`src/rtl/mac_dot_sequencer_pkg.sv`:
```
// Shared types for the dot-product sequencer: operand word format, FSM states
// and the fixed drain depth between the last operand and the MAC result.
package mac_dot_sequencer_pkg;

    localparam int SINGLE       = 32;
    localparam int DRAIN_CYCLES = 2;

    typedef struct packed {
        logic [SINGLE-1:0] value;
        logic              valid;
    } scalar_t;

    typedef enum logic [2:0] {
        IDLE,
        CLEAR,
        STREAM,
        DRAIN,
        OUT
    } seq_state_t;

endpackage

```
`src/rtl/mac_dot_sequencer_operand_pair_join.sv`:
```
// Joins the data and weight streams into pairs and registers each fired pair
// as a Scalar operand for the MAC; outputs are zero in any cycle without a pair.
module operand_pair_join
    import mac_dot_sequencer_pkg::*;
#(
    parameter int DATA_W = SINGLE
) (
    input  logic              clk,
    input  logic              rst_n,
    input  logic              i_en,
    input  logic              i_a_valid,
    input  logic [DATA_W-1:0] i_a_value,
    input  logic              i_b_valid,
    input  logic [DATA_W-1:0] i_b_value,
    output logic              o_a_ready,
    output logic              o_b_ready,
    output logic              o_fire,
    output scalar_t           o_data,
    output scalar_t           o_weight
);

    logic    w_fire;
    scalar_t r_data;
    scalar_t r_weight;

    // Each side is ready only when the other side is offering, so a lone
    // element is never consumed.
    assign w_fire    = i_en & i_a_valid & i_b_valid;
    assign o_a_ready = i_en & i_b_valid;
    assign o_b_ready = i_en & i_a_valid;
    assign o_fire    = w_fire;
    assign o_data    = r_data;
    assign o_weight  = r_weight;

    always_ff @(posedge clk or negedge rst_n) begin
        if (!rst_n) begin
            r_data   <= '0;
            r_weight <= '0;
        end else if (w_fire) begin
            r_data   <= '{value: i_a_value, valid: 1'b1};
            r_weight <= '{value: i_b_value, valid: 1'b1};
        end else begin
            r_data   <= '0;
            r_weight <= '0;
        end
    end

endmodule

```
`src/rtl/mac_dot_sequencer.sv`:
```
// Dot-product command sequencer feeding one MAC: clears it, streams N operand
// pairs, waits for the accumulator to settle and returns the sum.
module mac_dot_sequencer
    import mac_dot_sequencer_pkg::*;
#(
    parameter int LEN_W  = 16,
    parameter int DATA_W = SINGLE
) (
    input  logic              clk,
    input  logic              rst_n,
    input  logic              cmd_valid,
    output logic              cmd_ready,
    input  logic [LEN_W-1:0]  cmd_len,
    input  logic              a_valid,
    output logic              a_ready,
    input  logic [DATA_W-1:0] a_value,
    input  logic              b_valid,
    output logic              b_ready,
    input  logic [DATA_W-1:0] b_value,
    output logic              mac_clear,
    output scalar_t           mac_data,
    output scalar_t           mac_weight,
    input  logic [DATA_W-1:0] mac_out,
    output logic              res_valid,
    input  logic              res_ready,
    output logic [DATA_W-1:0] res_data,
    output logic              busy
);

    seq_state_t        r_state;
    logic [LEN_W-1:0]  r_len;
    logic [LEN_W-1:0]  r_pair_cnt;
    logic [1:0]        r_drain_cnt;
    logic              r_mac_clear;
    logic              r_res_valid;
    logic [DATA_W-1:0] r_res_data;
    logic              w_stream_en;
    logic              w_fire;

    assign w_stream_en = (r_state == STREAM);
    assign cmd_ready   = (r_state == IDLE);
    assign busy        = (r_state != IDLE);
    assign mac_clear   = r_mac_clear;
    assign res_valid   = r_res_valid;
    assign res_data    = r_res_data;

    operand_pair_join #(
        .DATA_W (DATA_W)
    ) u_join (
        .clk       (clk),
        .rst_n     (rst_n),
        .i_en      (w_stream_en),
        .i_a_valid (a_valid),
        .i_a_value (a_value),
        .i_b_valid (b_valid),
        .i_b_value (b_value),
        .o_a_ready (a_ready),
        .o_b_ready (b_ready),
        .o_fire    (w_fire),
        .o_data    (mac_data),
        .o_weight  (mac_weight)
    );

    always_ff @(posedge clk or negedge rst_n) begin
        if (!rst_n) begin
            r_state     <= IDLE;
            r_len       <= '0;
            r_pair_cnt  <= '0;
            r_drain_cnt <= '0;
            r_mac_clear <= 1'b0;
            r_res_valid <= 1'b0;
            r_res_data  <= '0;
        end else begin
            r_mac_clear <= 1'b0;
            case (r_state)
                IDLE: begin
                    if (cmd_valid) begin
                        r_len       <= cmd_len;
                        r_pair_cnt  <= '0;
                        r_mac_clear <= 1'b1;
                        r_state     <= CLEAR;
                    end
                end
                CLEAR: begin
                    r_drain_cnt <= '0;
                    r_state     <= (r_len == '0) ? DRAIN : STREAM;
                end
                STREAM: begin
                    if (w_fire) begin
                        r_pair_cnt <= r_pair_cnt + LEN_W'(1);
                        if (r_pair_cnt == r_len - LEN_W'(1)) begin
                            r_drain_cnt <= '0;
                            r_state     <= DRAIN;
                        end
                    end
                end
                DRAIN: begin
                    // Covers the operand register stage plus the MAC update.
                    if (r_drain_cnt == 2'(DRAIN_CYCLES - 1)) begin
                        r_res_data  <= mac_out;
                        r_res_valid <= 1'b1;
                        r_state     <= OUT;
                    end else begin
                        r_drain_cnt <= r_drain_cnt + 2'd1;
                    end
                end
                OUT: begin
                    if (res_ready) begin
                        r_res_valid <= 1'b0;
                        r_state     <= IDLE;
                    end
                end
                default: r_state <= IDLE;
            endcase
        end
    end

endmodule

```
`config.mk`:
```
export PLATFORM = sky130hd
export DESIGN_NAME = mac_dot_sequencer
export DESIGN_NICKNAME = d
export VERILOG_FILES = /design/src/rtl/mac_dot_sequencer_pkg.sv /design/src/rtl/mac_dot_sequencer_operand_pair_join.sv /design/src/rtl/mac_dot_sequencer.sv
export SDC_FILE = /design/constraint.sdc
export NUM_CORES = 1
export LEC_CHECK = 0
export CORE_MARGIN = 5
export CORE_UTILIZATION = 43
export DETAILED_ROUTE_END_ITERATION = 10
export PLACE_DENSITY = 0.82
export SYNTH_ARGS = -nofsm -noshare
export SYNTH_HDL_FRONTEND = slang
export SYNTH_SLANG_ARGS = --single-unit
```
`constraint.sdc`:
```
create_clock -name clk -period 4.65 [get_ports clk]
set_input_delay 0.465 -clock clk [delete_from_list [all_inputs] [get_ports clk]]
set_output_delay 0.465 -clock clk [all_outputs]
set_load 0.1 [all_outputs]
```
-- Word level (Yosys, flattened, before mapping)
Index checks and enable logic that the tools add are counted.
- output and inout port bits: 104
- logic and storage cells: 62
- bits in registers: 137
- reduce and logical (&&, ||, !) cells: 12
- bitwise logic cells: 3
- equal/unequal tests: 12
- add/subtract/negate cells: 3
- muxes and demuxes: 21
- operators by type and width (operator ; count):
    33-bit 2-to-1 mux ; 2
    16-bit 2-to-1 mux ; 2
    16-bit case mux with 2 select lines ; 1
    16-bit by 1-bit adder with 16-bit output (second input constant) ; 1
    16-bit == test ; 1
    16-bit zero test ; 1
    16-bit by 1-bit subtractor with 16-bit output (second input constant) ; 1
    3-bit 2-to-1 mux ; 5
    3-bit case mux with 5 select lines ; 1
    2-bit != test (second input constant) ; 6
    3-bit by 2-bit == test with 1-bit output (second input constant) ; 2
    2-bit 2-to-1 mux ; 3
    2-bit case mux with 3 select lines ; 1
    3-bit AND reduction ; 2
    3-bit nonzero test ; 2
    1-bit 2-to-1 mux ; 5
    5-bit AND reduction ; 1
    2-bit AND reduction ; 2
    4-bit AND reduction ; 1
    2-bit nonzero test ; 2
    1-bit AND ; 3
    3-bit by 1-bit == test with 1-bit output (second input constant) ; 1
    3-bit == test (second input constant) ; 1
    3-bit zero test ; 1
    other kinds (3) ; 3

-- Depth between registers and ports, before layout
Gate-level depths: netlist of the first run.
- depth in word-level cells: 5
- depth in mapped cells: 10
- depth with buffers taken out: 9

-- By module
Synthesis of the first run repeated with hierarchy kept, for this count alone.
- cell total of the unflattened synthesis: 459
- area, all modules: 5900.7 um^2
- modules (own cells, without submodules) (module ; cells an instance ; area each (um^2) ; sequential area each (um^2) ; times used):
    mac_dot_sequencer ; 305 ; 3520.9 ; 1776.7 ; 1
    operand_pair_join ; 154 ; 2379.8 ; 1626.6 ; 1

-- Worst setup path before layout of the first run
OpenSTA, ideal clock, no wires.
- path kind: register to output
- start point: reg r_state[0]
- end point: out busy
- path buffers: 1
- required time: 4185 ps
- slack: 211 ps
- arrival time: 3974 ps
- cell stages (with the launch flop): 4
- cells stage by stage: dfrtp_1 -> clkbuf_1 -> nor3_1 -> inv_1
- longest elaborated chain between the ends: 1
- RTL lines (item ; line ; RTL):
    from (decl) ; mac_dot_sequencer.sv:30 ; seq_state_t r_state;
    from (signal assigned) ; mac_dot_sequencer.sv:86 ; r_state <= (r_len == '0) ? DRAIN : STREAM;
    3-bit nonzero test ; mac_dot_sequencer.sv:42 ; assign busy = (r_state != IDLE);
    to (decl) ; mac_dot_sequencer.sv:27 ; output logic busy
No other way between the ends.

-- Worst setup path after layout of the first run
- start point: reg r_len[0]
- end point: reg r_drain_cnt[1]
- longest elaborated chain between the ends: 4
- RTL lines (item ; line ; RTL):
    from (decl) ; mac_dot_sequencer.sv:31 ; logic [LEN_W-1:0] r_len;
    from (signal assigned) ; mac_dot_sequencer.sv:78 ; r_len <= cmd_len;
    16-bit by 1-bit subtractor with 16-bit output ; mac_dot_sequencer.sv:91 ; if (r_pair_cnt == r_len - LEN_W'(1)) begin
    16-bit == test ; mac_dot_sequencer.sv:91 ;
    2-bit != test (no line) ; n/a ;
    4-bit AND reduction (no line) ; n/a ;
    to (signal assigned) ; mac_dot_sequencer.sv:104 ; r_drain_cnt <= r_drain_cnt + 2'd1;
    to (decl) ; mac_dot_sequencer.sv:33 ; logic [1:0] r_drain_cnt;
No other way between the ends.
A chain may end at the register's enable or synchronous reset.

==> results of run 1 <==
-- final cells by class --
type	instances	share of cell area, %
tap	172	2.53
inverter	12	0.529
sequential	136	40.0
clock buffer	21	5.29
timing repair buffer	226	26.4
clock inverter	11	1.16
multi-input combinational	286	24.1
-- power by group --
| group | internal (mW) | switching (mW) | total [mW] |
|---|---|---|---|
| sequential | 1.49 | 0.268 | 1.76 |
| combinational | 0.888 | 2.25 | 3.14 |
| clock | 0.749 | 0.504 | 1.25 |
-- worst max-delay path, delay by kind of cell (launching register included) --
kind / cells / cell delay (ps)
AOI/OAI and AO/OA: 4 / 1050
buffers and inverters: 1 / 150
xor gates and xnor gates: 1 / 180
adders and majority gates: 1 / 250
DFF: 1 / 470
and+or+nand+nor: 2 / 1010
-- stage by stage --
| step | hold slack, ps | setup slack (ps) | power (mW) |
|---|---|---|---|
| 6_report | 166 | 1400 | 6.15 |
| 5_1_grt | 246 | 1180 | 6.41 |
| 4_1_cts | 202 | 1410 | 6.19 |
| 3_5_place_dp | 492 | 1440 | 4.92 |
| 3_3_place_gp | 485 | 1700 | 4.84 |
| 2_1_floorplan | 169 | 211 | 4.11 |
-- cell usage after synthesis, types with 2 or more instances --
master / number
a21oi_1: 5
a221o_1: 2
a31oi_1: 3
and3_1: 67
buf_1: 2
clkbuf_1: 27
dfrtp_1: 136
ha_1: 4
inv_1: 12
mux2_2: 45
nand2_1: 28
nand3_1: 5
nand4_1: 7
nor2_1: 26
nor3_1: 7
nor4_1: 5
o2111ai_1: 2
o211ai_1: 2
o21ai_0: 13
o31ai_1: 2
or2_2: 2
or3_1: 4
or4_1: 2
xnor2_1: 17
xor2_1: 18
-- registers in the layout (all words and copies together) (netlist names), 2 cells and up --
signal,cells
res_data,32
r_pair_cnt,16
u_join.o_data,33
u_join.o_weight,32
r_drain_cnt,2
r_state,3
r_len,16
-- logic make-up after synthesis --
group / synth area share, %
adder cells (fa/ha/maj): 0.889
AND/OR/NAND/NOR: 16.4
XOR/XNOR: 5.45
AO/OA/AOI/OAI: 4.60
flip-flops: 60.5
buffers and inverters: 3.16
multiplexers: 9.00
-- layer usage --
| metal | part of all wire (%) | track usage, % |
|---|---|---|
| met4 | 1.6 | 6.64 |
| met1 | 38 | 23.0 |
| met5 | 0 | 0 |
| met2 | 52 | 37.1 |
| met3 | 8.7 | 9.13 |
-- how the worst max path moves through the flow --
stage	depth (start not counted)	slack, ps	startpoint	to
after floorplan	3	210	r_state[0]	busy
after global placement	9	1700	r_len[0]	r_drain_cnt[1]
after detailed placement	9	1440	r_len[0]	r_drain_cnt[1]
after global routing	9	1180	r_len[0]	r_drain_cnt[1]
after CTS	9	1410	r_len[0]	r_drain_cnt[1]
final	9	1400	r_len[0]	r_drain_cnt[1]
==> metrics.csv, run 1 <==
stage,metric,value,unit
run_status,status,"complete, no violations",
critical_path,launching_element_type_of_the_critical_path,register,
timing,unrepaired_setup_endpoints_after_global_routing,no,
route,vias_per_cell,5.16,
cells_and_area,layout.cells.most_common,clkdlybuf4s50_1,
route,detailedRoute.firstPassIterationCount,6,
yosys,synth_async_sr_flop_share,100,%
cells_and_area,layout_stage_area_growth_over_the_synthesis_result,51.1,%
timing,timing_max_transition_violations_final,0,
cells_and_area,diodes,0,
timing,slew_limit_headroom,30.3,%
yosys,syn_inst,466,
critical_path,timing.critical_path.slowest_stage_cell,nor3b_2,
job,drv_cap,0,
critical_path,rr_endpoint,r_drain_cnt[1],
global_route,overflow,0,
cells_and_area,stdcell_count,864,
critical_path,crit_path_cell_trace,"inv_1, ha_1, nor3b_2, xor2_1, or3_1, a21oi_1, o2111ai_1, a2111oi_2, o21ai_0",
timing,clock.fmax,308,MHz
pwr,ir_drop,0.402,mV
global_route,pin_count_of_the_biggest_net_entering_global_routing,101,
floorplan,floorplan.die.width,124,microns
clocking,cts_repair_resize_count,0,
timing,fin_crit,3250,ps
timing,totalNegativeSetupSlack,0,ps
pwr,pwr_density_cell,723,nW/um^2
cells_and_area,stdcell_area,8510,sq um
cells_and_area,post-route-util,66.9,%
route,drt_wl_total,16.1,mm
floorplan,core_region_area,12700,sq um
critical_path,reg2reg_depth,9,
cells_and_area,seqCellArea,3400,sq um
global_route,grt.total_usage,21.1,%
clocking,clock-root-buffer,clkbuf_16,
route,avgRoutedWirePerCell,18.7,microns
yosys,synth-seq-cells,136,
route,number_of_nets_with_antenna_violations_after_routing,0,
clocking,path_clk_slew,60,ps
yosys,synthDominantCellAreaShare,60.5,%
clocking,worstSkewPairLatency,410,ps
yosys,syn-mean-instance-area,12.1,sq um
clocking,cts.hold.buffers_added,0,
yosys,synthesis.nets,588,
floorplan,die_area,15500,sq um
clocking,htree_levels,4,
floorplan,placementRows,41,
global_route,grt_pass1_wl,25.9,mm
floorplan,initial_core_util,44.2,%
critical_path,crit_path_end_kind,register,
cells_and_area,multiInputGateArea,2050,sq um
clocking,cts.repair_timing.setup_buffer_count,0,
global_route,grt_antenna_before_repair,0,
placed_design,port-buffer-count,221,
placed_design,placedCellCount,832,
clocking,cts_tree,yes,
timing,worst_slew_pin_slew,1040,ps
placed_design,place_congestion,0.891,
timing,final-setup-viol-count,0,
yosys,synth_edf_count,0,
pwr,power.leakage,3.85,nW
timing,final_hold_violation_count,0,
route,num_vias,4461,
route,drtIter0Drc,326,
timing,finClkSkew,7.23,ps
critical_path,rrSetupSlack,1400,ps
yosys,syn_warnings,0,
global_route,vias_in_the_first_global_route,4763,
yosys,post_synth_instance_area,5630,sq um
cells_and_area,drive_gt1_share,13.3,%
placed_design,post_dp_cell_area,7960,sq um
cells_and_area,mostFrequentLayoutCells,"clkdlybuf4s50_1, dfrtp_1, and3_1",
timing,final.period_utilization,69.9,%
clocking,cts.path.max_buffers,2,
route,drc,0,
critical_path,critical_path.max_fanout,12,
placed_design,hpwl,11.9,mm
clocking,tritoncts.num_buffers,17,
yosys,post_synth_num_cell_types,48,
floorplan,floorplan.die.height,124,microns
critical_path,worst-setup-path-type,reg -> reg,
cells_and_area,n_fill_cell,964,
critical_path,worst-endpoint-required,4920,ps
cells_and_area,layout.nets,801,
critical_path,r2r-start,r_len[0],
hold_path,hold_class,in -> async,
yosys,synth_seq_area_share,60.5,%
yosys,synthFlopType,dfrtp_1,
floorplan,io_pins,222,
critical_path,cp_peak_stage_delay,610,ps
critical_path,arrival,3530,ps
clocking,cts.sinks,136,
yosys,synth_top_area_cell,dfrtp_1,
yosys,synth.top_cells.by_area,"dfrtp_1, mux2_2, and3_1, xor2_1, xnor2_1",
Note: power is estimated with default switching activity, not from simulation.
==> inputs of run 2 (changes only) <==
==> constraint.sdc (replaced) <==
create_clock -name clk -period 3.3 [get_ports clk]
set_input_delay 0.33 -clock clk [delete_from_list [all_inputs] [get_ports clk]]
set_output_delay 0.33 -clock clk [all_outputs]
set_load 0.1 [all_outputs]
==> run 2 against run 1 <==
The flow now finishes with violations (negative hold slack). Non-clock buffer count grew 3. Utilization grew 0.82 points. Count of clock-buffer cells in the layout is the same. Critical path depth grew 1. Clock skew shrank 1.5 ps. Cell area grew 1.2%. Combinational power grew 41%. Die area is the same. Via count is essentially flat. Flip-flop and latch count is the same. Largest cell class unchanged.
==> metrics.csv, run 2 (synthesis results as in run 1) <==
stage,metric,value,unit
timing,final-setup-viol-count,0,
timing,finClkSkew,5.73,ps
critical_path,worst-setup-path-type,reg -> reg,
cells_and_area,diodes,0,
timing,unrepaired_setup_endpoints_after_global_routing,no,
route,number_of_nets_with_antenna_violations_after_routing,0,
run_status,violations,negative hold slack,
route,drtIter0Drc,369,
global_route,overflow,0,
cells_and_area,layout.cells.most_common,clkdlybuf4s50_1,
timing,worst_hold_slack,-0.637,ps
floorplan,die_area,15500,sq um
critical_path,arrival,3160,ps
pwr,p_clk_share,21.8,%
cells_and_area,seqCellArea,3400,sq um
floorplan,core_region_area,12700,sq um
clocking,worstSkewPairLatency,420,ps
placed_design,port-buffer-count,221,
timing,post_route_setup_slack,403,ps
clocking,cts.sinks,136,
timing,fin_crit,2900,ps
clocking,cts.path.max_buffers,2,
route,detailedRoute.firstPassIterationCount,5,
cells_and_area,layout_stage_area_growth_over_the_synthesis_result,53.0,%
timing,final_hold_violation_count,2,
route,avgRoutedWirePerCell,18.1,microns
pwr,power.leakage,3.90,nW
timing,totalNegativeSetupSlack,0,ps
global_route,pin_count_of_the_biggest_net_entering_global_routing,92,
route,drc,0,
cells_and_area,layout.nets,804,
clocking,clock-root-buffer,clkbuf_16,
floorplan,floorplan.die.height,124,microns
timing,timing_max_transition_violations_final,0,
job,drv_cap,0,
run_status,status,finished with violations,
cells_and_area,largest_reg_flops,33,
pwr,p_switching,4.26,mW
critical_path,launching_element_type_of_the_critical_path,register,
timing,final.period_utilization,87.8,%
critical_path,crit_path_end_kind,register,
floorplan,floorplan.die.width,124,microns
route,drt_wl_total,15.7,mm
pwr,combinationalPowerShare,50.1,%
critical_path,worst-endpoint-required,3560,ps
clocking,path_clk_slew,60,ps
cells_and_area,multiInputGateArea,2050,sq um
critical_path,critical_path.max_fanout,11,
timing,worst_slew_pin_slew,1040,ps
pwr,power.sequential.fraction,28.1,%
floorplan,io_pins,222,
global_route,vias_in_the_first_global_route,4807,
cells_and_area,drive_gt1_share,14.2,%
clocking,cts.hold.buffers_added,0,
pwr,ir_drop,0.540,mV
floorplan,placementRows,41,
clocking,cts_repair_resize_count,0,
pwr,pwr_density_cell,1030,nW/um^2
timing,slew_limit_headroom,30.3,%
pwr,p_int,4.61,mW
timing,clock.fmax,345,MHz
clocking,cts_tree,yes,
placed_design,place_congestion,0.850,
global_route,grt.total_usage,20.5,%
pwr,switching_share,48.0,%
route,vias_per_cell,5.14,
clocking,tritoncts.num_buffers,17,
global_route,grt_pass1_wl,25.1,mm
placed_design,placement.setup.worst_slack,464,ps
cells_and_area,mostFrequentLayoutCells,"clkdlybuf4s50_1, dfrtp_1, and3_1",
hold_path,hold_class,in -> async,
clocking,cts.repair_timing.setup_buffer_count,0,
route,num_vias,4459,
global_route,grt_antenna_before_repair,0,
floorplan,initial_core_util,44.2,%
clocking,htree_levels,4,
pwr,totalPowerFinal,8.87,mW
cells_and_area,n_fill_cell,974,
placed_design,hpwl,11.5,mm
run 2: worst paths after layout:
kind,startpoint,end,slack [ps],cells after the start
worst max-delay path,r_len[0],r_drain_cnt[1],400,10
worst min-delay path,rst_n,mac_clear,-0.6,1
worst max register to register,r_len[0],r_drain_cnt[1],400,10
worst min register to register,res_data[2],res_data[2],500,1
max in group asynchronous,rst_n,res_data[1],2570,2
min in group clk,cmd_len[9],r_len[9],490,3
run 2: per-stage QoR:
| stage | std cells | utilization [%] | area [sq um] | hold WS (ps) |
|---|---|---|---|---|
| finish | 867 | 67.7 | 8610 | -0.637 |
| global route | 867 | 67.7 | 8610 | 70.0 |
| CTS | 867 | 67.7 | 8610 | 24.9 |
| detailed placement | 835 | 62.9 | 8010 | 473 |
| global placement | 835 | 62.9 | 8010 | 458 |
| floorplan | 466 | - | 5630 | 34.4 |
run 2: critical path, stage by stage, from the launching register on:
cell and delay (ps):
dfrtp_1 490, inv_1 130, ha_1 270, nor3b_2 190, buf_4 190, nor4_2 270
o21ai_0 150, a211oi_2 200, o2111ai_1 150, a2111oi_2 500, o21ai_0 210
run 2: metal layers:
layer  global-route usage (%)  vias to the layer above  routed length [microns]
li1                         -                     2059                        -
met1                     22.0                     2185                     5710
met2                     35.5                      191                     8190
met3                     9.18                       24                     1500
met4                     7.61                        0                      319
met5                        0                        -                        0
run 2: area by class of cell:
cell class                      count  area share [%]
Sequential cell                   136            39.5
Timing Repair Buffer              229            26.6
Multi-Input combinational cell    286            23.8
Clock buffer                       21            5.35
Tap cell                          172            2.50
Clock inverter                     11            1.69
Inverter                           12           0.523
run 2: power groups by stage:
stage,Sequential [mW],Clock [mW],Combinational [mW]
after floorplan,4.50,0,1.30
after global placement,2.48,0,4.39
after detailed placement,2.51,0,4.46
after CTS,2.49,1.98,4.47
after global routing,2.55,2.05,4.63
final,2.49,1.93,4.44
